### config.mk
export PLATFORM = sky130hd
export DESIGN_NAME = apb_ppbuf_reader
export DESIGN_NICKNAME = d
export VERILOG_FILES = /design/src/rtl/apb_ppbuf_reader_pkg.sv /design/src/rtl/apb_ppbuf_reader_xfer.sv /design/src/rtl/apb_ppbuf_reader.sv
export SDC_FILE = /design/constraint.sdc
export NUM_CORES = 1
export LEC_CHECK = 0
export BUFFER_PORTS_ARGS = -buffer_cell sky130_fd_sc_hd__buf_2
export CAP_MARGIN = 20
export CELL_PAD_IN_SITES_DETAIL_PLACEMENT = 0
export CELL_PAD_IN_SITES_GLOBAL_PLACEMENT = 1
export CORE_MARGIN = 5
export CORE_UTILIZATION = 39
export DETAILED_ROUTE_END_ITERATION = 6
export PLACE_DENSITY_LB_ADDON = 0.1
export SLEW_MARGIN = 20
export SYNTH_ARGS = -nofsm -noshare
export SYNTH_HDL_FRONTEND = slang
export SYNTH_SLANG_ARGS = --single-unit
### constraint.sdc
create_clock -name Clk -period 2.2 [get_ports Clk]
set_clock_uncertainty 0.15 [all_clocks]
set_input_delay 0.33 -clock Clk [delete_from_list [all_inputs] [get_ports Clk]]
set_output_delay 0.33 -clock Clk [all_outputs]
set_load 0.01 [all_outputs]
### src/rtl/apb_ppbuf_reader_pkg.sv
// Shared types and default register map for the APB ping-pong buffer reader.
package apb_ppbuf_reader_pkg;

   localparam logic [31:0] DEF_FLAG_ADDR = 32'h3000_0000;
   localparam logic [31:0] DEF_BUF_BASE  = 32'h3000_6000;
   localparam logic [31:0] DEF_CH_STRIDE = 32'h0000_2000;

   localparam int unsigned DEF_READY_BIT = 12;
   localparam int unsigned DEF_ACK_BIT0  = 2;

   typedef enum logic [2:0] {
      ST_IDLE,
      ST_FLAG_RD,
      ST_SELECT,
      ST_DATA_RD,
      ST_PUSH,
      ST_ACK_WR,
      ST_ERROR
   } rd_state_t;

   typedef enum logic [1:0] {
      XF_IDLE,
      XF_SETUP,
      XF_ACCESS
   } xf_state_t;

endpackage

### src/rtl/apb_ppbuf_reader_xfer.sv
// Single APB master transfer: one SETUP cycle, ACCESS until PREADY or timeout.
module apb_master_xfer
   import apb_ppbuf_reader_pkg::*;
#(
   parameter int unsigned DATA_W      = 16,
   parameter int unsigned ADDR_W      = 32,
   parameter int unsigned TIMEOUT_CYC = 255
) (
   input  logic              Clk,
   input  logic              Rst,
   input  logic              start,
   input  logic              write,
   input  logic [ADDR_W-1:0] addr,
   input  logic [DATA_W-1:0] wdata,
   output logic              done,
   output logic              err,
   output logic [DATA_W-1:0] rdata,
   output logic              PSEL,
   output logic              PENABLE,
   output logic              PWRITE,
   output logic [ADDR_W-1:0] PADDR,
   output logic [DATA_W-1:0] PWDATA,
   input  logic [DATA_W-1:0] PRDATA,
   input  logic              PREADY,
   input  logic              PSLVERR
);

   localparam int unsigned TO_W = $clog2(TIMEOUT_CYC + 1);

   xf_state_t       state_q, state_d;
   logic [TO_W-1:0] tcnt_q;
   logic            timeout;

   assign timeout = (state_q == XF_ACCESS) && !PREADY &&
                    (tcnt_q == TO_W'(TIMEOUT_CYC - 1));

   always_ff @(posedge Clk) begin
      if (Rst) state_q <= XF_IDLE;
      else     state_q <= state_d;
   end

   always_comb begin
      state_d = state_q;
      case (state_q)
         XF_IDLE:   if (start) state_d = XF_SETUP;
         XF_SETUP:  state_d = XF_ACCESS;
         XF_ACCESS: if (PREADY || timeout) state_d = XF_IDLE;
         default:   state_d = XF_IDLE;
      endcase
   end

   always_comb begin
      PSEL    = (state_q != XF_IDLE);
      PENABLE = (state_q == XF_ACCESS);
      done    = (state_q == XF_ACCESS) && (PREADY || timeout);
      err     = (state_q == XF_ACCESS) && ((PREADY && PSLVERR) || timeout);
      rdata   = PRDATA;
   end

   // Address/data/direction are latched at start so they hold through both phases.
   always_ff @(posedge Clk) begin
      if (Rst) begin
         PWRITE <= 1'b0;
         PADDR  <= '0;
         PWDATA <= '0;
         tcnt_q <= '0;
      end else begin
         if (state_q == XF_IDLE && start) begin
            PWRITE <= write;
            PADDR  <= addr;
            PWDATA <= wdata;
         end
         if (state_q == XF_SETUP)       tcnt_q <= '0;
         else if (state_q == XF_ACCESS) tcnt_q <= tcnt_q + 1'b1;
      end
   end

endmodule

### src/rtl/apb_ppbuf_reader.sv
// Interrupt-driven reader: polls the flag register, drains each ready channel
// buffer over APB into a word stream, then acknowledges the channel.
module apb_ppbuf_reader
   import apb_ppbuf_reader_pkg::*;
#(
   parameter int unsigned       DATA_W      = 16,
   parameter int unsigned       ADDR_W      = 32,
   parameter int unsigned       NUM_CH      = 2,
   parameter int unsigned       BLOCK_WORDS = 220,
   parameter logic [ADDR_W-1:0] FLAG_ADDR   = ADDR_W'(DEF_FLAG_ADDR),
   parameter logic [ADDR_W-1:0] BUF_BASE    = ADDR_W'(DEF_BUF_BASE),
   parameter logic [ADDR_W-1:0] CH_STRIDE   = ADDR_W'(DEF_CH_STRIDE),
   parameter int unsigned       READY_BIT   = DEF_READY_BIT,
   parameter int unsigned       ACK_BIT0    = DEF_ACK_BIT0,
   parameter int unsigned       TIMEOUT_CYC = 255,
   localparam int unsigned      CH_W        = (NUM_CH > 1) ? $clog2(NUM_CH) : 1
) (
   input  logic              Clk,
   input  logic              Rst,
   input  logic              Int,
   output logic              PSEL,
   output logic              PENABLE,
   output logic              PWRITE,
   output logic [ADDR_W-1:0] PADDR,
   output logic [DATA_W-1:0] PWDATA,
   input  logic [DATA_W-1:0] PRDATA,
   input  logic              PREADY,
   input  logic              PSLVERR,
   output logic              out_valid,
   input  logic              out_ready,
   output logic [DATA_W-1:0] out_data,
   output logic [CH_W-1:0]   out_ch,
   output logic              out_last,
   output logic              busy,
   output logic              err,
   input  logic              err_clr
);

   localparam int unsigned     WC_W   = (BLOCK_WORDS > 1) ? $clog2(BLOCK_WORDS) : 1;
   localparam logic [WC_W-1:0] LAST_W = WC_W'(BLOCK_WORDS - 1);

   rd_state_t         state_q, state_d;
   logic              int_q, int_edge, pend_q, err_q;
   logic [DATA_W-1:0] flag_q, out_data_q, ack_val;
   logic [CH_W-1:0]   ch_q, sel_ch;
   logic [WC_W-1:0]   wcnt_q;
   logic [NUM_CH-1:0] ch_req, ch_bit;
   logic              last_word, flag_ok, more_ch;
   logic              xf_start, xf_write, xf_done, xf_err;
   logic [ADDR_W-1:0] xf_addr;
   logic [DATA_W-1:0] xf_wdata, xf_rdata;

   function automatic logic [ADDR_W-1:0] buf_addr(input logic [CH_W-1:0] c,
                                                  input logic [WC_W-1:0] w);
      return BUF_BASE + ADDR_W'(c) * CH_STRIDE + ADDR_W'(w);
   endfunction

   assign int_edge  = Int & ~int_q;
   assign last_word = (wcnt_q == LAST_W);
   assign flag_ok   = (|(xf_rdata & (DATA_W'(1) << READY_BIT))) && (|xf_rdata[NUM_CH-1:0]);
   assign ch_req    = flag_q[NUM_CH-1:0];
   assign ch_bit    = NUM_CH'(1) << ch_q;
   assign more_ch   = |(ch_req & ~ch_bit);
   assign ack_val   = (flag_q & ~(DATA_W'(1) << READY_BIT) & ~(DATA_W'(1) << ch_q))
                    | (DATA_W'(1) << (ACK_BIT0 + ch_q));

   // Descending scan so the lowest set channel bit wins.
   always_comb begin
      sel_ch = '0;
      for (int unsigned i = NUM_CH; i > 0; i--)
         if (|(ch_req & (NUM_CH'(1) << (i - 1)))) sel_ch = CH_W'(i - 1);
   end

   always_ff @(posedge Clk) begin
      if (Rst) state_q <= ST_IDLE;
      else     state_q <= state_d;
   end

   always_comb begin
      state_d = state_q;
      case (state_q)
         ST_IDLE:    if (int_edge || pend_q) state_d = ST_FLAG_RD;
         ST_FLAG_RD: if (xf_err)       state_d = ST_ERROR;
                     else if (xf_done) state_d = flag_ok ? ST_SELECT : ST_IDLE;
         ST_SELECT:  state_d = ST_DATA_RD;
         ST_DATA_RD: if (xf_err)       state_d = ST_ERROR;
                     else if (xf_done) state_d = ST_PUSH;
         ST_PUSH:    if (out_ready)    state_d = last_word ? ST_ACK_WR : ST_DATA_RD;
         ST_ACK_WR:  if (xf_err)       state_d = ST_ERROR;
                     else if (xf_done) state_d = more_ch ? ST_SELECT : ST_IDLE;
         ST_ERROR:   if (err_clr)      state_d = ST_IDLE;
         default:    state_d = ST_IDLE;
      endcase
   end

   // Each transfer is launched on the edge that enters its state, which lets
   // SETUP overlap the first DATA_RD cycle and sustain one word per 3 cycles.
   always_comb begin
      xf_start  = 1'b0;
      xf_write  = 1'b0;
      xf_addr   = FLAG_ADDR;
      xf_wdata  = '0;
      out_valid = (state_q == ST_PUSH);
      out_last  = (state_q == ST_PUSH) && last_word;
      busy      = (state_q != ST_IDLE) && (state_q != ST_ERROR);
      case (state_q)
         ST_IDLE:   xf_start = int_edge | pend_q;
         ST_SELECT: begin
            xf_start = 1'b1;
            xf_addr  = buf_addr(sel_ch, '0);
         end
         ST_PUSH: if (out_ready) begin
            xf_start = 1'b1;
            if (last_word) begin
               xf_write = 1'b1;
               xf_wdata = ack_val;
            end else begin
               xf_addr  = buf_addr(ch_q, wcnt_q + 1'b1);
            end
         end
         default: ;
      endcase
   end

   always_ff @(posedge Clk) begin
      if (Rst) begin
         int_q      <= 1'b0;
         pend_q     <= 1'b0;
         err_q      <= 1'b0;
         flag_q     <= '0;
         ch_q       <= '0;
         wcnt_q     <= '0;
         out_data_q <= '0;
      end else begin
         int_q <= Int;
         if (state_q == ST_IDLE && state_d == ST_FLAG_RD) pend_q <= 1'b0;
         else if (int_edge && busy)                      pend_q <= 1'b1;
         if (xf_err)                            err_q <= 1'b1;
         else if (state_q == ST_ERROR && err_clr) err_q <= 1'b0;
         case (state_q)
            ST_FLAG_RD: if (xf_done && !xf_err) flag_q <= xf_rdata;
            ST_SELECT: begin
               ch_q   <= sel_ch;
               wcnt_q <= '0;
            end
            ST_DATA_RD: if (xf_done && !xf_err) out_data_q <= xf_rdata;
            ST_PUSH:    if (out_ready && !last_word) wcnt_q <= wcnt_q + 1'b1;
            ST_ACK_WR:  if (xf_done && !xf_err) flag_q <= flag_q & ~(DATA_W'(1) << ch_q);
            default: ;
         endcase
      end
   end

   assign out_data = out_data_q;
   assign out_ch   = ch_q;
   assign err      = err_q;

   apb_master_xfer #(
      .DATA_W      (DATA_W),
      .ADDR_W      (ADDR_W),
      .TIMEOUT_CYC (TIMEOUT_CYC)
   ) u_xfer (
      .Clk     (Clk),
      .Rst     (Rst),
      .start   (xf_start),
      .write   (xf_write),
      .addr    (xf_addr),
      .wdata   (xf_wdata),
      .done    (xf_done),
      .err     (xf_err),
      .rdata   (xf_rdata),
      .PSEL    (PSEL),
      .PENABLE (PENABLE),
      .PWRITE  (PWRITE),
      .PADDR   (PADDR),
      .PWDATA  (PWDATA),
      .PRDATA  (PRDATA),
      .PREADY  (PREADY),
      .PSLVERR (PSLVERR)
   );

endmodule

==> Word-level counts from Yosys, hierarchy flattened <==
Index checks and enable logic that the tools add are counted.
{ "totals": {"out_inout_bits": 72, "regBits": 106, "inputBits": 23} }
{ "classes": {"mux": 36, "addsub": 6, "bitwise_logic": 9, "n_reduce_logical": 35, "shift": 3, "eq_ne": 17} }
{ "ops": {"columns": ["operator", "count"], "rows": [
  ["16-bit 2-to-1 mux", 5],
  ["32-bit 2-to-1 mux", 2],
  ["32-bit case mux with 2 select lines", 1],
  ["30-bit by 14-bit adder with 31-bit output, first input constant", 2],
  ["31-bit by 8-bit adder with 32-bit output", 1],
  ["16-bit bitwise AND", 2],
  ["16-bit case mux with 2 select lines", 1],
  ["3-bit 2-to-1 mux", 10],
  ["3-bit case mux with 7 select lines", 1],
  ["8-bit by 1-bit adder with 8-bit output, second input constant", 2],
  ["8-bit == test, second input constant", 2],
  ["16-bit NOT", 1],
  ["16-bit OR", 1],
  ["8-bit case mux with 2 select lines", 1],
  ["1-bit by 1-bit << shifter with 16-bit output, first input constant", 1],
  ["1-bit by 3-bit << shifter with 16-bit output, first input constant", 1],
  ["1-bit logical AND", 14],
  ["3-bit == test, second input constant", 3],
  ["1-bit 2-to-1 mux", 8],
  ["2-bit 2-to-1 mux", 4],
  ["8-bit 2-to-1 mux", 1],
  ["2-bit nonzero test", 4],
  ["2-bit OR reduction", 4],
  ["3-bit by 1-bit == test with 1-bit output, second input constant", 2],
  ["22 further kinds", 32]
]} }

==> Longest topological paths before layout <==
Gate-level depths: netlist of run 1.
{ "depth": {"ltp_word": 11, "depth_mapped": 8} }

==> Hierarchy <==
A second synthesis of run 1 with hierarchy kept.
{ "unflattened": {"hier_cells": 531, "area_unflattened_um2": 4588.2} }
{ "modules_own_cells": {"columns": ["module", "cells_each", "instances", "area_each_um2"], "rows": [
  ["apb_master_xfer", 233, 1, 2352.3],
  ["apb_ppbuf_reader", 298, 1, 2235.9]
]} }

==> Worst setup path before layout of run 1 <==
OpenSTA, ideal clock, no wires.
{ "synth_timing": {"kind": "reg2out", "start": "register wcnt_q[0]", "end": "output out_last", "t_arrival_ns": 1.585, "path_stages_with_launch": 6, "required_time_ns": 1.720, "setup_slack_ns": 0.135, "path_buffers": 1, "cell_sequence": "dfxtp_1 -> ha_1 -> buf_2 -> nand4bb_1 -> or2_1 -> nor4b_1"} }
{ "synth_between": {"elab_chain_cells": 2} }
{ "synth_lines": {"columns": ["item", "line_no", "text"], "rows": [
  ["start, declared", "apb_ppbuf_reader.sv:46", "logic [WC_W-1:0] wcnt_q;"],
  ["start signal, assigned", "apb_ppbuf_reader.sv:147", "ST_PUSH: if (out_ready && !last_word) wcnt_q <= wcnt_q + 1'b1;"],
  ["8-bit == test", "apb_ppbuf_reader.sv:59", "assign last_word = (wcnt_q == LAST_W);"],
  ["1-bit logical AND", "apb_ppbuf_reader.sv:104", "out_last = (state_q == ST_PUSH) && last_word;"],
  ["end, declared", "apb_ppbuf_reader.sv:33", "output logic out_last,"]
]} }
Every way passes these cells.

==> Worst setup path in the final report of run 1 <==
Same ends and word-level chain as after synthesis.

==> impl_summary.md, run 1 <==
Finish
The most common library cell in the layout ignoring fill and taps is dfxtp_1. The cell area after layout is 4420 um^2. The post-layout instance count excluding filler cells is 649.

The final-stage net count is 541. The library cells used most frequently in the layout, excluding fill and tap cells, are dfxtp_1 (81), buf_2 (74), nand2_1 (70), a21oi_1 (51), nor2_1 (43). Cells with a size suffix above 1 make up 24.6% of the layout. The number of antenna diodes in the final layout is 0. For this run, the share of the core covered by cells in the final layout is 47.8%. The layout overhead on the synthesized area is 19.3%.

Critical path
The number of cell instances on the worst register-to-register path is 5. Grouping stages by cell kind, the critical path spends the most delay in simple AND/OR/NAND/NOR gates. Data on the critical path arrives at its endpoint at 1.62 ns. The sort of element at the end of the critical path is an output port. The number of logic stages on the critical path including buffering is 5. The worst flop-to-flop path startpoint is state_q[0]. STA classifies the critical path startpoint as a flip-flop.

The number of buffer and inverter instances along the worst setup path is 1. Among all stages on the critical path, the largest delay is contributed by dfxtp_2. The critical path is of the reg2out type. In this design, the stage delay of the slowest critical-path cell is 0.36 ns. The worst register-to-register path has a setup slack of 0.21 ns. The start point of the critical path is wcnt_q[0].

The critical path goes through ha_4 -> nand4bb_1 -> or2_4 -> nor4b_2 -> buf_2. At the worst endpoint, the required time is 1.72 ns. In this run the worst path has a maximum fanout of 2.

Min path
The count of cells along the worst hold path is 2. The tightest min-delay check is of the in2reg type. The launch instance of the worst min-delay path is Int.

Global route
The first-pass GRT wire length is 14,800 um. After global routing the overflow that remains totals 0. In the global route stage, overall resource usage came out at 16.1%.

Entering global routing, the biggest net connects 33 pins. The initial antenna violation count is 0. The number of global-route vias before repair came to 2,950.

Yosys
The number of distinct standard cells referenced by the synthesized netlist is 59. The most used flip-flop cell after synthesis is dfxtp_1. The xor-xnor portion of the synthesized cell area is 2.84%.

By area, the combinational part of the netlist is dominated by simple AND/OR/NAND/NOR gates. The async set-reset flop share out of synthesis is 0%. Of the total synthesized cell area, the portion taken by full adders, half adders and majority gates is 1.01%.

The cell count after synthesis is 439. The flip-flop and latch count after synthesis is 83. The proportion of synthesized chip area in sequential cells is 44.9%. The synthesized design contains 0 enable-type register cells. Summing the areas of all compound-gate instances in the mapped netlist gives 15.1% of the synthesized area. The number of warnings issued by yosys is 0. After synthesis, the share of cell area in mux cells is 4.36%. Each instance of the synthesized netlist takes up on average 8.44 um^2. The post-synthesis simple-gate area fraction is 23.2%. The combined area of all synthesized cells is 3700 um^2.

Floorplan
The die width is 107 um. The die span in y is 107 um. 95 I/O pins were placed. The effective utilization at floorplan is 40.1%. The die footprint is 11,500 um^2. In this run the standard cell core region covers 9240 um^2. After floorplanning, the core was divided into 35 placement rows.

Pwr
The proportion of power drawn by the clock network is 40.6%. In this run switching power makes up 24.7% of total power. The total power draw is 2.97 mW. Summed over all nets, the switching power comes to 734 uW. The maximum vdd drop is 0.275 mV. The share of power burned in registers is 51.5%. The combinational share of power is 7.9%. In this run the static leakage power is 1.78 nW. The internal power is 2.23 mW. The total power divided by cell area is 672 nW/um^2.

Timing
Setup repair after global routing left no endpoint under its margin. The period utilization is 95.3%. The number of endpoints with negative hold slack in the final report is 0. The final setup TNS is 0 ns. The worst path in the final design needs a cycle of 2.10 ns, including I/O delays and setup. The max-slew violation count came to 0. The maximum clock frequency is 477 MHz.

Setup violations remaining at the end of the flow were counted as 0. For the pin with the worst max-slew slack, the measured transition is 0.649 ns. In this run the tightest slew margin relative to its limit is 56.6%.

Run
The reported max-cap violation count is 0.

CTS
Clock tree synthesis found a total of 83 sinks. The number of clock buffers added by TritonCTS is 9. At the later pin of the worst-skew pair, clock insertion delay measures 0.35 ns. TritonCTS built the clock tree. The level count of the clock H-tree is 3. Clock-pin slew was measured on the worst setup and hold paths at 0.09 ns. The clock passes through at most 2 buffers.

Clock tree synthesis selected as its root buffer the cell clkbuf_8.

Place
The cell count after placement is 629. The placed standard-cell area is 4150 um^2. The count of input and output buffers is 74. The half-perimeter wire length after detailed placement is 6410 um. The congestion estimate from routability-driven global placement came to 0.799.

Detailed routing
The detailed-router iteration count before antenna repair is 4. In the routed layout, each cell is associated on average with a via count of 4.90. The first-iteration detailed-routing DRC count is 120.

Wires add up to 9100 um. The routed layout has 3,182 vias. The post-detailed-route count of antenna-violating nets is 0. Dividing the detail-routed wire length by the instance count gives 14.0 um.

The number of remaining DRC errors is 0.

Run status
The flow ran to the end, and the final reports show no timing, DRC or antenna violations.
[cell usage after synthesis, types with 3 or more instances]
cell type	n	share of area, %
a21oi_1	51	6.9
dfxtp_1	83	45
inv_1	4	0.41
buf_4	26	5.3
xor2_1	6	1.4
mux2i_1	15	4.1
o211ai_1	3	0.61
o21ai_0	8	1.1
buf_2	10	1.4
nand4_1	6	1.0
nand2b_1	4	0.68
nor2b_1	9	1.5
a211oi_1	3	0.61
nor2_1	43	4.4
a31oi_1	3	0.51
nor3_1	3	0.41
xnor2_1	6	1.4
ha_1	3	1.0
a21o_1	3	0.61
nand2_1	70	7.1
nand3_1	23	3.1
clkbuf_1	11	1.1
[kinds of logic (layout without fill, tap and decap cells)]
kind of cell,count (synthesis),after routing
buffers and inverters,53,115
AO/OA/AOI/OAI,91,91
XOR/XNOR,12,12
AND/OR/NAND/NOR,180,180
adder cells (fa/ha/maj),3,3
multiplexers,16,16
flip-flops,83,83
other,1,20
[final timing paths]
check / to
worst max-delay path: out_last
worst min register to register: u_xfer.PWDATA[7]
worst min-delay path: int_q
worst max register to register: wcnt_q[2]
[registers in the layout, summed over array words and instances, names as in the netlist]
signal	count
out_ch	1
pend_q	1
err	1
wcnt_q	8
int_q	1
u_xfer.PADDR	11
u_xfer.tcnt_q	8
flag_q	15
u_xfer.PWDATA	15
u_xfer.PWRITE	1
out_data	16
u_xfer.state_q	2
state_q	3
[routing by layer]
| metal | GRT usage [%] | share of wire [%] | routed length [um] |
|---|---|---|---|
| met1 | 22.5 | 49 | 4510 |
| met2 | 24.0 | 43 | 3950 |
| met3 | 3.72 | 5.7 | 519 |
| met4 | 5.95 | 1.4 | 131 |
| met5 | 0 | 0 | 0 |
[power groups by stage]
| stage | clock network (mW) | registers [mW] | logic [mW] |
|---|---|---|---|
| 3_5_place_dp | 0 | 1.57 | 0.232 |
| 2_1_floorplan | 0 | 1.56 | 0.181 |
| 4_1_cts | 1.25 | 1.53 | 0.233 |
| 5_1_grt | 1.32 | 1.53 | 0.253 |
| 6_report | 1.21 | 1.53 | 0.233 |
| 3_3_place_gp | 0 | 1.56 | 0.231 |
[stage by stage]
stage | setup slack, ns | hold WS (ns)
after floorplan | 0.135 | 0.297
after global placement | 0.176 | 0.288
after detailed placement | 0.194 | 0.293
after CTS | 0.00801 | 0.0541
after global routing | 0.0233 | 0.0681
final | 0.104 | 0.0641
[cell type report]
type | instances | area (um^2)
fillers | 926 | 4820
multi-input cells | 322 | 1820
flip-flops and latches | 83 | 1660
repair buffers | 95 | 541
well taps | 129 | 161
clock buffers | 10 | 128
clock inverters | 6 | 87.6
inverters | 4 | 15.0
[what timing repair did]
action	4_1_cts	5_1_grt
gates resized for setup	4	3
endpoints found under the setup margin	1	1
setup buffers	4	0
pin swaps	1	2
hold buffers	0	0
Note: power is estimated with default switching activity, not from simulation.
==> inputs of run 2 (changes only) <==
Settings changed: CORE_UTILIZATION 39 to 40, SYNTH_HIERARCHICAL set to 1.
==> run 2 against run 1 <==
Clock-buffer cell count is the same. Core utilization grew 1.6 points. Sequential share of layout area hardly changed. Sequential power up 31%. Via count grew 18%. Register-to-register slack worse by 0.05 ns. Worst hold slack better by 0.010 ns. Die area is 19% higher. Synthesized cell count grew 21%. Setup slack got worse by 0.040 ns. Clock power up 36%. Critical endpoint unchanged.
==> impl_summary.md, run 2 <==
CTS
The clock slew at the register clock pins of the worst setup and hold paths is 0.07 ns (-0.02 ns). The clock latency reported for the late side of the worst-skew pair came to 0.34 ns (about the same). The maximum number of buffers from clock root to sink is 2 (unchanged).

The count of hold buffers inserted by post-cts repair is 0 (unchanged). The TritonCTS clock tree is built. The level count of the clock H-tree is 3 (unchanged). The number of buffers inserted during clock tree synthesis is 9 (unchanged). The clock sink total came to 105 (+27%). The root cell of the clock tree is clkbuf_16.

Timing
The post-layout minimum cycle time came to 2.14 ns (+0.0402 ns). The setup slack after layout was 0.0637 ns (-0.0402 ns). The number of setup violations in the final report is 0 (unchanged).

The final hold slack is 0.0743 ns (+0.0102 ns). The remaining max-slew budget at the tightest pin is 65.1% (+8.5 points). The maximum clock frequency was 468 MHz (-1.9%). The measured slew at the worst slew-check pin is 0.524 ns (-0.125 ns). The number of endpoints with negative hold slack in the final report is 0 (unchanged). The period utilization came to 97.1% (+1.8 points). The max-slew violation count is 0 (unchanged).

Pwr
The combinational share of power came to 12.7% (+4.8 points). The share of power burned in registers is 48.0% (-3.5 points). The internal power is 3.12 mW (+40%). The proportion of power drawn by the clock network came to 39.3% (-1.3 points). The switching share of power is 25.0% (+0.26 points). The total power divided by cell area is 744 nW/um^2 (+11%). The standby leakage power is 2.40 nW (+35%). The maximum vdd drop was 0.469 mV (+70%). The total net switching power is 1.04 mW (+42%).

Finish
The proportion of layout cells with a drive suffix above 1 is 26.9% (+2.3 points). The flip-flop count of the largest register after layout is 32 (+16). The post-layout instance count excluding filler cells came to 778 (+20%). The final-stage net count was 657 (+21%).

The library cells used most frequently in the layout, excluding fill and tap cells, are dfxtp_1 (99), buf_2 (93), nor2_1 (78), nand2_1 (72), a21oi_1 (52). Compared with the post-synthesis result, the final layout area differs by 22.0%. The most common library cell in the layout ignoring fill and taps is dfxtp_1. The final antenna diode count was 0 (unchanged). Counting flops per register, the top entry is u_xfer/PADDR.

Run
The reported max-cap violation count is 0 (unchanged).

Yosys
The proportion of synthesized chip area in sequential cells is 45.8% (+0.95 points). The number of synthesized flops with an enable pin is 0 (unchanged). The number of warnings issued by yosys was 6 (+6). Yosys attributes the largest share of cell area to dfxtp_1 (46%), mux2i_1 (11%), nor2_1 (6.5%). After synthesis, the most frequently instantiated cells are dfxtp_1 (105), nor2_1 (80), nand2_1 (73), a21oi_1 (52), mux2i_1 (51). The async set-reset flop share out of synthesis was 0% (unchanged). The post-synthesis average cell area is 8.64 um^2 (+2.4%). The combined area of all synthesized cells is 4590 um^2 (+24%). The cell count after synthesis is 531 (+21%).

The most used flip-flop cell after synthesis is dfxtp_1. dfxtp_1 takes more of the synthesized area than any other cell. The flip-flop and latch count after synthesis came to 105 (+27%). The area fraction of the dominant cell type after synthesis is 45.8% (+0.95 points).

The number of distinct standard cells referenced by the synthesized netlist came to 53 (-10%). The most common cell in the netlist is dfxtp_1.

Global route
The maximum number of pins on one net before global-route repair is 47 (+42%). The overflow left after global routing is 0 (unchanged). The met1 capacity usage during global routing is 23.8% (+1.4 points). The number of global-route vias before repair is 3,416 (+16%). The initial antenna violation count is 0 (unchanged). The total track usage was 16.2% (+0.11 points). The first-pass GRT wire length came to 17,400 um (+17%).

The routing usage on met2 is 23.1% (-0.98 points). The met3 global-route usage is 3.44% (-0.27 points). The global routing stage identified its most utilized layer as met1.

Min path
The worst hold path begins at PRDATA[15]. The worst min-delay path class is in2reg.

Detailed routing
The detailed-router iteration count before antenna repair is 4 (unchanged). The first-iteration detailed-routing DRC count was 238 (+98%). The post-detailed-route count of antenna-violating nets is 0 (unchanged). The final routed wirelength across all metal layers came to 11,000 um (+20%).

The detailed-route vias per instance is 4.84 (-1.3%). The detail-routed net length per standard cell is 14.1 um (+0.35%). The total via count after detailed routing is 3,765 (+18%).

The number of remaining DRC errors is 0 (unchanged).

Critical path
The worst register-to-register path begins at u_xfer/tcnt_q[0]. The maximum fanout along the worst path is 6 (+4). STA classifies the critical path startpoint as a flip-flop. The start point of the critical path is wcnt_q[2]. The worst setup path is captured at an output port. The required time of the worst setup path was 1.72 ns (about the same). The path type of the worst setup path is reg2out. The delay contributed by the slowest stage of the critical path came to 0.42 ns (+0.06 ns). The arrival time of the worst setup path came to 1.66 ns (+0.04 ns). Traced cell by cell, the critical path runs through or3b_4 -> or2_4 -> nor2_1 -> buf_2. The slowest stage of the critical path belongs to the cell or3b_4.

Run status
The flow ran to the end, and the final reports show no timing, DRC or antenna violations.

Place
The cell count after placement is 761 (+21%). The global placement routability congestion is 0.786 (-1.7%). The count of input and output buffers is 94 (+27%). The worst-case setup slack after placement came to 0.0801 ns (-0.114 ns). The half-perimeter wire length after detailed placement is 7850 um (+22%).

Floorplan
The die span in y is 117 um (+9.0%). The number of top-level design ports is 95 (unchanged). The die width came to 117 um (+9.0%). The core outline area is 11,300 um^2 (+23%). The effective utilization at floorplan came to 40.5% (+0.45 points). The row count is 39 (+11%). The die footprint is 13,700 um^2 (+19%).
-- run 2: changes by cell type after synthesis, moves of 8 or more --
cell / change
dfxtp_1: +22
mux2i_1: +36
and2_2: +9
clkbuf_1: +8
nand3_1: -18
nor2_1: +37
-- run 2: critical path, delay by kind of cell (launching register included) --
| family | cells | cell delay, ns |
|---|---|---|
| AND/OR/NAND/NOR | 3 | 0.81 |
| flip-flops | 1 | 0.36 |
| buffers and inverters | 1 | 0.15 |
-- run 2: final timing paths --
path                                endpoint  slack, ns  depth (start not counted)
worst max-delay path                out_last       0.06                          4
worst min-delay path            out_data[15]       0.07                          3
worst max register to register    state_q[1]       0.16                         11
worst min register to register    flag_q[11]       0.30                          2
-- run 2: layout make-up --
| cell class | instances | area, um^2 |
|---|---|---|
| Fill cell | 1144 | 5720 |
| Multi-Input combinational cell | 392 | 2300 |
| Sequential cell | 105 | 2110 |
| Timing Repair Buffer | 118 | 691 |
| Clock buffer | 10 | 239 |
| Tap cell | 143 | 179 |
| Clock inverter | 5 | 63.8 |
| Inverter | 5 | 18.8 |
-- run 2: cells by family after synthesis --
group	synth area share, %
other	0.164
DFF	45.8
adders and majority gates	0.818
AOI/OAI and AO/OA	9.74
buffers and inverters	6.84
muxes	11.4
and+or+nand+nor	23.9
xor gates and xnor gates	1.34
-- run 2: power groups by stage --
| stage | Combinational (mW) | Sequential [mW] | Clock, mW |
|---|---|---|---|
| final | 0.528 | 2.00 | 1.64 |
| after global routing | 0.579 | 2.01 | 1.78 |
| after CTS | 0.531 | 2.00 | 1.69 |
| after detailed placement | 0.529 | 2.04 | 0 |
| after global placement | 0.526 | 2.04 | 0 |
| after floorplan | 0.360 | 2.06 | 0 |
-- run 2: metrics by stage --
stage	utilization [%]	instance area, um^2	power [mW]	TNS, ns
floorplan	-	4670	2.42	0
global placement	46.2	5230	2.57	0
detailed placement	46.2	5230	2.57	0
CTS	49.0	5550	4.22	0
global route	49.5	5600	4.36	-0.0169
finish	49.5	5600	4.17	0
-- run 2: what timing repair did --
item | 4_1_cts | 5_1_grt
cloned | 0 | 0
buffers inserted | 0 | 2
pin swaps | 1 | 0
setup endpoints to repair | 1 | 70
hold endpoints to repair | 0 | 0
gates resized for setup | 3 | 13
-- run 2: layer usage --
layer	share of wire, %	vias to the layer above
met5	0	-
met4	1.4	0
met3	5.5	12
met2	43	88
met1	50	1729
li1	-	1936
